===== src/rtl/mc_control_unit.sv =====
// Multi-cycle MIPS control unit.
// Five-state FSM decoding op/func into datapath enables, mux selects and the
// 4-bit ALU operation code; consumes the ALU zero flag for branch resolution.
// Optional build macro MC_MEM_STALL_EN adds a mem_ready handshake that holds
// the FSM in IF and MEM until memory responds.
//
// state | meaning
// ------+---------------------------------------------------------------
// IF    | fetch: IR <- mem[PC], PC <- PC + 4
// ID    | decode, branch target into ALU result reg, j/jal/jr complete
// EXE   | ALU operation, address calculation or branch resolution
// MEM   | data memory access for lw/sw
// WB    | register file write-back
module mc_control_unit (
  input  logic       clk,
  input  logic       clrn,
`ifdef MC_MEM_STALL_EN
  input  logic       mem_ready,
`endif
  input  logic [5:0] op,
  input  logic [5:0] func,
  input  logic       z,
  output logic       wpc,
  output logic       wir,
  output logic       wmem,
  output logic       wreg,
  output logic       iord,
  output logic       regrt,
  output logic       m2reg,
  output logic       jal,
  output logic       shift,
  output logic       alusrca,
  output logic [1:0] alusrcb,
  output logic       sext,
  output logic [1:0] pcsource,
  output logic [3:0] aluc,
  output logic [2:0] state
);

  typedef enum logic [2:0] {
    S_IF  = 3'b000,
    S_ID  = 3'b001,
    S_EXE = 3'b010,
    S_MEM = 3'b011,
    S_WB  = 3'b100
  } state_e;

  localparam logic [3:0] ALU_ADD = 4'b0000;
  localparam logic [3:0] ALU_SUB = 4'b0100;
  localparam logic [3:0] ALU_AND = 4'b0001;
  localparam logic [3:0] ALU_OR  = 4'b0101;
  localparam logic [3:0] ALU_XOR = 4'b0010;
  localparam logic [3:0] ALU_LUI = 4'b0110;
  localparam logic [3:0] ALU_SLL = 4'b0011;
  localparam logic [3:0] ALU_SRL = 4'b0111;
  localparam logic [3:0] ALU_SRA = 4'b1111;

  state_e state_q, state_d;
  logic   mem_rdy;

`ifdef MC_MEM_STALL_EN
  assign mem_rdy = mem_ready;
`else
  assign mem_rdy = 1'b1;
`endif

  // Instruction decode
  logic r_type;
  logic i_add, i_sub, i_and, i_or, i_xor, i_sll, i_srl, i_sra, i_jr;
  logic i_j, i_jal, i_beq, i_bne;
  logic i_addi, i_andi, i_ori, i_xori, i_lui, i_lw, i_sw;
  logic is_r_alu, is_shift, is_imm_alu, is_branch, is_jump, is_legal;

  assign r_type = (op == 6'b000000);
  assign i_add  = r_type && (func == 6'b100000);
  assign i_sub  = r_type && (func == 6'b100010);
  assign i_and  = r_type && (func == 6'b100100);
  assign i_or   = r_type && (func == 6'b100101);
  assign i_xor  = r_type && (func == 6'b100110);
  assign i_sll  = r_type && (func == 6'b000000);
  assign i_srl  = r_type && (func == 6'b000010);
  assign i_sra  = r_type && (func == 6'b000011);
  assign i_jr   = r_type && (func == 6'b001000);
  assign i_j    = (op == 6'b000010);
  assign i_jal  = (op == 6'b000011);
  assign i_beq  = (op == 6'b000100);
  assign i_bne  = (op == 6'b000101);
  assign i_addi = (op == 6'b001000);
  assign i_andi = (op == 6'b001100);
  assign i_ori  = (op == 6'b001101);
  assign i_xori = (op == 6'b001110);
  assign i_lui  = (op == 6'b001111);
  assign i_lw   = (op == 6'b100011);
  assign i_sw   = (op == 6'b101011);

  assign is_shift   = i_sll | i_srl | i_sra;
  assign is_r_alu   = i_add | i_sub | i_and | i_or | i_xor | is_shift;
  assign is_imm_alu = i_addi | i_andi | i_ori | i_xori | i_lui;
  assign is_branch  = i_beq | i_bne;
  assign is_jump    = i_j | i_jal | i_jr;
  assign is_legal   = is_r_alu | is_imm_alu | is_branch | is_jump | i_lw | i_sw;

  // State register with synchronous active-low reset
  always_ff @(posedge clk) begin
    if (!clrn) state_q <= S_IF;
    else       state_q <= state_d;
  end

  // Next-state logic; unknown opcodes retire after ID as a NOP
  always_comb begin
    state_d = S_IF;
    case (state_q)
      S_IF:  state_d = mem_rdy ? S_ID : S_IF;
      S_ID:  state_d = (is_jump || !is_legal) ? S_IF : S_EXE;
      S_EXE: begin
        if (is_branch)         state_d = S_IF;
        else if (i_lw || i_sw) state_d = S_MEM;
        else                   state_d = S_WB;
      end
      S_MEM: begin
        if (!mem_rdy) state_d = S_MEM;
        else          state_d = i_lw ? S_WB : S_IF;
      end
      S_WB:  state_d = S_IF;
      default: state_d = S_IF;
    endcase
  end

  // ALU operation used in EXE, selected from the decoded instruction
  logic [3:0] aluc_exe;
  always_comb begin
    aluc_exe = ALU_ADD;
    if (i_sub || is_branch)     aluc_exe = ALU_SUB;
    else if (i_and || i_andi)   aluc_exe = ALU_AND;
    else if (i_or  || i_ori)    aluc_exe = ALU_OR;
    else if (i_xor || i_xori)   aluc_exe = ALU_XOR;
    else if (i_lui)             aluc_exe = ALU_LUI;
    else if (i_sll)             aluc_exe = ALU_SLL;
    else if (i_srl)             aluc_exe = ALU_SRL;
    else if (i_sra)             aluc_exe = ALU_SRA;
  end

  // Output decode; while in reset, present IF values with all writes blocked
  always_comb begin
    wpc      = 1'b0;
    wir      = 1'b0;
    wmem     = 1'b0;
    wreg     = 1'b0;
    iord     = 1'b0;
    regrt    = 1'b0;
    m2reg    = 1'b0;
    jal      = 1'b0;
    shift    = 1'b0;
    alusrca  = 1'b0;
    alusrcb  = 2'b00;
    sext     = 1'b0;
    pcsource = 2'b00;
    aluc     = ALU_ADD;
    if (!clrn) begin
      alusrcb = 2'b01;
    end else begin
      case (state_q)
        S_IF: begin
          wpc     = mem_rdy;
          wir     = mem_rdy;
          alusrcb = 2'b01;
        end
        S_ID: begin
          alusrcb = 2'b11;
          sext    = 1'b1;
          if (i_j || i_jal) begin
            wpc      = 1'b1;
            pcsource = 2'b11;
          end
          if (i_jal) begin
            wreg = 1'b1;
            jal  = 1'b1;
          end
          if (i_jr) begin
            wpc      = 1'b1;
            pcsource = 2'b10;
          end
        end
        S_EXE: begin
          alusrca = 1'b1;
          aluc    = aluc_exe;
          if (is_r_alu) begin
            alusrcb = 2'b00;
            shift   = is_shift;
          end else if (is_branch) begin
            alusrcb = 2'b00;
            sext    = 1'b1;
            if ((i_beq && z) || (i_bne && !z)) begin
              wpc      = 1'b1;
              pcsource = 2'b01;
            end
          end else begin
            alusrcb = 2'b10;
            sext    = i_addi | i_lw | i_sw;
          end
        end
        S_MEM: begin
          iord = 1'b1;
          wmem = i_sw && mem_rdy;
        end
        S_WB: begin
          wreg  = 1'b1;
          regrt = is_imm_alu | i_lw;
          m2reg = i_lw;
        end
        default: ;
      endcase
    end
  end

  assign state = state_q;

endmodule


===== config.mk =====
export PLATFORM = sky130hd
export DESIGN_NAME = mc_control_unit
export DESIGN_NICKNAME = d
export VERILOG_FILES = /design/src/rtl/mc_control_unit.sv
export SDC_FILE = /design/constraint.sdc
export NUM_CORES = 1
export LEC_CHECK = 0
export CAP_MARGIN = 15
export CORE_MARGIN = 5
export CORE_UTILIZATION = 33
export DETAILED_ROUTE_END_ITERATION = 6
export PLACE_DENSITY = 0.75
export SLEW_MARGIN = 15
export SYNTH_ARGS = -nofsm -noshare
export SYNTH_HDL_FRONTEND = slang
export SYNTH_SLANG_ARGS = --single-unit
export TNS_END_PERCENT = 20

===== constraint.sdc =====
create_clock -name clk -period 2.05 [get_ports clk]
set_input_delay 0.41 -clock clk [delete_from_list [all_inputs] [get_ports clk]]
set_output_delay 0.41 -clock clk [all_outputs]
set_load 0.005 [all_outputs]

==> results of run 1 <==
## cell usage after synthesis
cell type  count
a21o_1         1
nand3b_1       1
xor2_1         1
nand2_1        6
nand3_1        8
o21ai_0        5
a41oi_1        1
inv_1          4
and4_1         1
inv_2          1
or4_1          2
a32o_1         1
o22ai_1        3
buf_2          1
nor2_1        17
mux2i_1        1
buf_6          1
a2111oi_0      1
nand4_1        1
a21boi_0       1
a2111oi_2      1
or3_1          1
and3_1         3
o21a_1         1
o211ai_1       1
a2111oi_1      1
nor3_1         5
nand2b_1       3
nor4_1         3
dfxtp_1        3
clkbuf_1       7
o32a_1         1
nor2b_1        5
a21oi_1        5
o31ai_1        3
nor3b_1        1
o21ai_1        1
## per-stage QoR
| stage | TNS [ns] | instance area [sq um] | hold slack [ns] |
|---|---|---|---|
| final | -1.076 | 1582 | 0.7094 |
| after global routing | -1.670 | 1582 | 0.7125 |
| after CTS | -1.097 | 1463 | 0.6790 |
| after detailed placement | -12.87 | 1221 | 0.6644 |
| after global placement | -12.28 | 1221 | 0.6512 |
| after floorplan | -0.1567 | 624.3 | 0.6685 |
## cells by family after synthesis
group	count (synthesis)	synth area share
and+or+nand+nor	57	0.4687
AOI/OAI and AO/OA	27	0.3050
buffers and inverters	14	0.09898
DFF	3	0.09697
xor gates and xnor gates	1	0.01414
muxes	1	0.01616
## where the power goes
part | switching [W] | leakage, nW | internal [W]
Clock | 0.0000369 | 0.0150 | 0.0000733
Combinational | 0.000120 | 0.692 | 0.000112
Sequential | 0.00000515 | 0.0247 | 0.0000614
Total | 0.000162 | 0.732 | 0.000247
## repair_timing
action,CTS,global route
pin swaps,16,16
resized for setup,119,47
setup buffers,15,1
setup endpoints to repair,19,18
## worst register-to-register path: cells and delay by family, from the launching register on
kind	cells	cell delay, ns
compound gates	1	0.21
buf+inv	2	0.27
flops	1	0.37
simple gates	2	0.25
## worst max-delay path by stage
stage | cells after the start | endpoint | start
after floorplan | 5 | aluc[2] | func[1]
after global placement | 7 | aluc[2] | func[0]
after detailed placement | 7 | aluc[2] | func[0]
after CTS | 7 | aluc[2] | func[2]
after global routing | 8 | aluc[2] | func[5]
final | 8 | aluc[2] | func[5]
## layout make-up
type | instances | area [sq um]
timing repair buffer | 84 | 704.4
multi-input combinational | 86 | 739.5
fill | 90 | 182.7
sequential | 3 | 61.31
tap | 25 | 31.28
inverter | 5 | 18.77
clock buffer | 4 | 26.28
## metal layers
layer | share of wire | routed length, um | vias to the layer above | global-route usage
met5 | 0 | 0 | - | 0
met4 | 0.071 | 340 | 0 | 0.1830
met3 | 0.10 | 478 | 44 | 0.06761
met2 | 0.49 | 2329 | 123 | 0.5204
met1 | 0.34 | 1626 | 600 | 0.3262
li1 | - | - | 536 | -
==> flow_summary.ini, run 1 <==
[sta]
fmax_mhz = 404.0
period_share = 1.207
drv_slew = 0
setup_viol = 9
rsz0062_at_grt = true
period_needed_ns = 2.475
maxSlewHeadroom = 0.7001
worst_pin_slew_ns = 0.4452
worst_slack_ns = -0.4251
hold_violations = 0
finClkSkew_ns = 0.005683

[cells_and_area]
final_cell_mix = 39 x buf_4, 14 x buf_6, 13 x nor2_1
antenna_cells = 0
finalNetCount = 198
post_layout_nonfiller_instances = 207
largest_reg_flops = 3
syn_to_final_growth_pct = 155.4
final_common_cell = buf_4
final_core_util = 0.8965
drive_above_1_share = 0.6154

[routing]
drtAntennaViolNets = 0
drt_iter0_markers = 74
routed_wirelength_um = 4775
vias = 1303
drc_errors = 0
firstDrtPassIters = 4
vias_per_cell = 6.295
wire_per_inst_um = 23.07

[global_route]
grt_first_pass_wirelength_um = 6099
track_usage = 0.3007
gr-total-overflow = 0
grt_pass1_vias = 1286
grt_start_max_net_pins = 10
grt_antenna_before_repair = 0

[critical_path]
worstSetupPathType = input pin to primary output
cp-start-kind = input pin
cp_slowest_stage_delay_ns = 0.44
end_kind = primary output
crit_chain = buf_6 > inv_2 > buf_4 > or4_4 > a2111oi_4 > o21ai_2 > a2111oi_4 > buf_2
critPathMostFrequentCell = a2111oi_4
reg2reg_from = state[1]$_SDFF_PN0_
rrSetupSlack_ns = 0.83
reg2reg_depth = 5
cp_data_arrival_time_ns = 2.07
worst_ep_required_time_ns = 1.64
r2r_end = state[1]$_SDFF_PN0_
critPathTopFamily = compound AO/OA/AOI/OAI gates
cpMaxStageDelayCell = or4_4
path_buf_inv = 4
worstPathMaxFanout = 2

[cts]
tritoncts = done
h-tree-depth = 1
clockBufferDepth = 2
clk_pin_slew_ns = 0.04
cts_root_buf = clkbuf_4
cts_buffers = 3
clock_sinks = 3
cts_hold_buf = 0
clkLatencyLatePin_ns = 0.25

[floorplanning]
num_rows = 15
fp.coreArea_sq_mm = 0.001764
start_util = 0.3511
die_area_sq_mm = 0.002843
die_h_um = 53.32
dieWidth_um = 53.32
io_pins = 37

[synthesis]
yosysWarningCount = 0
syn-cell-area_sq_um = 619.3
synth_top_area_frac = 0.1030
avgSynthCellArea_sq_um = 6.013
synth-seq-cells = 3
synthCells = 103
ys_seq_area_frac = 0.09697
yosysUniqueCellTypes = 37
yosys.area.top_type = nor2_1
synth_nets = 118
synth_area_leaders = nor2_1 10%, dfxtp_1 9.7%, nand3_1 6.5%, nor2b_1 5.1%, clkbuf_1 4.2%

[outcome]
status = finished with violations
violations = setup timing

[hold_path]
hp-start = state[1]$_SDFF_PN0_
hold_class = register to register
min_path_cells = 2
hold_end = state[2]$_SDFF_PN0_

[placed_design]
dp_hpwl_um = 2130
dp.cells = 188
gp_congestion = 0.8670
port-buffer-count = 36
pre_cts_slack_ns = -1.162

[power_and_ir_drop]
p_leak_nw = 0.7322
p_per_area_mw_per_mm2 = 258.4
irDropWorstVdd_uv = 330.1
total_power_w = 0.0004086

[flow_run]
cap_viol_max_count = 0
Power figures use the tool's default switching activity.
==> run 2: changes to the inputs <==
- REMOVE_ABC_BUFFERS: default -> 1
==> run 2 against run 1 <==
Compared with the run above: the run still ends with setup timing left; cell count is 4.8% lower; clock skew decreased by 0.0013 ns; via count fell by 17%; highest routed layer unchanged.
==> flow_summary.ini, run 2 (same netlist as run 1, synthesis figures left out) <==
[routing]
drt_iter0_markers = 30
drc_errors = 0
firstDrtPassIters = 6
vias_per_cell = 5.467
drtAntennaViolNets = 0
routed_wirelength_um = 3200
wire_per_inst_um = 16.24
vias = 1077

[global_route]
grt_antenna_before_repair = 0
track_usage = 0.2306
grt_first_pass_wirelength_um = 4926
grt_pass1_vias = 1088
gr-total-overflow = 0
grt_start_max_net_pins = 11

[sta]
worst_slack_ns = -0.3693
finClkSkew_ns = 0.004350
hold_violations = 0
worst_pin_slew_ns = 0.3375
drv_slew = 0
rsz0062_at_grt = true
setup_viol = 3
fmax_mhz = 413.3
period_share = 1.180
maxSlewHeadroom = 0.7726
period_needed_ns = 2.419

[cells_and_area]
final_common_cell = buf_4
final_cell_mix = 33 x buf_4, 15 x nor2_1, 11 x buf_2
ff_latch_area_sq_um = 63.81
multi_input_area_sq_um = 685.7
antenna_cells = 0
finalNetCount = 188
syn_to_final_growth_pct = 128.5
drive_above_1_share = 0.5756
post_layout_nonfiller_instances = 197
largest_reg_flops = 3
nFillCells = 131

[cts]
tritoncts = done
clk_pin_slew_ns = 0.04
clock_sinks = 3
h-tree-depth = 1
cts_hold_buf = 0
clkLatencyLatePin_ns = 0.24
clockBufferDepth = 2
cts_root_buf = clkbuf_4
cts_buffers = 3

[power_and_ir_drop]
total_power_w = 0.0003629
p_per_area_mw_per_mm2 = 256.5
irDropWorstVdd_uv = 264.6
p_leak_nw = 0.6232

[floorplanning]
die_h_um = 53.32
io_pins = 37
num_rows = 15
dieWidth_um = 53.32
die_area_sq_mm = 0.002843
start_util = 0.3511
fp.coreArea_sq_mm = 0.001764

[hold_path]
hold_class = register to register
hp-start = state[1]$_SDFF_PN0_

[critical_path]
reg2reg_from = state[2]$_SDFF_PN0_
cp_data_arrival_time_ns = 2.01
cp_slowest_stage_delay_ns = 0.53
crit_chain = buf_6 > inv_2 > or4_4 > a2111oi_4 > o21ai_1 > a2111oi_2 > buf_2
end_kind = primary output
startpoint = func[2]
worstSetupPathType = input pin to primary output
critPathTopFamily = compound AO/OA/AOI/OAI gates
cp-start-kind = input pin
worstPathMaxFanout = 2
path_buf_inv = 3
cpMaxStageDelayCell = or4_4
worst_ep_required_time_ns = 1.64

[placed_design]
port-buffer-count = 36
pre_cts_slack_ns = -1.230
dp.cells = 187
dp_hpwl_um = 2020
gp_congestion = 0.8658

[outcome]
status = finished with violations
violations = setup timing

[flow_run]
cap_viol_max_count = 0
[run 2: cell types whose count changed in the layout (fill, tap and decap cells not counted), sizes merged]
cell / delta
clkdlybuf4s50: +2
clkbuf: +3
clkdlybuf4s15: +4
dlymetal6s2s: -2
buf: -13
dlygate4sd2: -4
[run 2: metrics by stage]
step                      instance area, sq um    util  setup TNS, ns  hold WS, ns
final                                     1415  0.8021        -0.4422       0.6527
after global placement                    1209  0.6851         -11.80       0.6485
after global routing                      1415  0.8021         -1.045       0.6719
after floorplan                          576.8       -       -0.09984       0.5714
after detailed placement                  1209  0.6851         -11.97       0.6625
after CTS                                 1371  0.7773        -0.5505       0.6623
[run 2: power breakdown]
group | internal [W] | switching, W | total [W]
clock network | 0.0000731 | 0.0000336 | 0.000107
logic | 0.0000969 | 0.0000929 | 0.000190
registers | 0.0000615 | 0.00000489 | 0.0000664
[run 2: tightest hold or removal path, delay by kind of cell (launching register included)]
kind | cells | cell delay (ns)
buf+inv | 1 | 0.15
simple gates | 1 | 0.13
flops | 1 | 0.33
[run 2: layout make-up]
cell class                      count  area share
Clock buffer                        4     0.01857
Inverter                            5     0.01326
Multi-Input combinational cell     86      0.4845
Sequential cell                     3     0.04509
Tap cell                           25     0.02210
Timing Repair Buffer               74      0.4164
[run 2: path summary, 6_finish.rpt]
path	endpoint	slack, ns	cells after the start
worst min register to register	state[2]$_SDFF_PN0_	0.65	2
worst max register to register	state[1]$_SDFF_PN0_	0.85	6
worst max-delay path	aluc[2]	-0.37	7
worst min-delay path	state[2]$_SDFF_PN0_	0.65	2
[run 2: timing repair]
action | in CTS | in global routing
buffers inserted | 7 | 1
resized for setup | 118 | 28
pin swaps | 16 | 14
endpoints found under the setup margin | 18 | 15
[run 2: metal layers]
layer  up-vias  share of wire  global-route usage
li1        519              -                   -
met1       500           0.40              0.2632
met2        48           0.51              0.4245
met3        10          0.067             0.05352
met4         0          0.022             0.05106
met5         -              0                   0
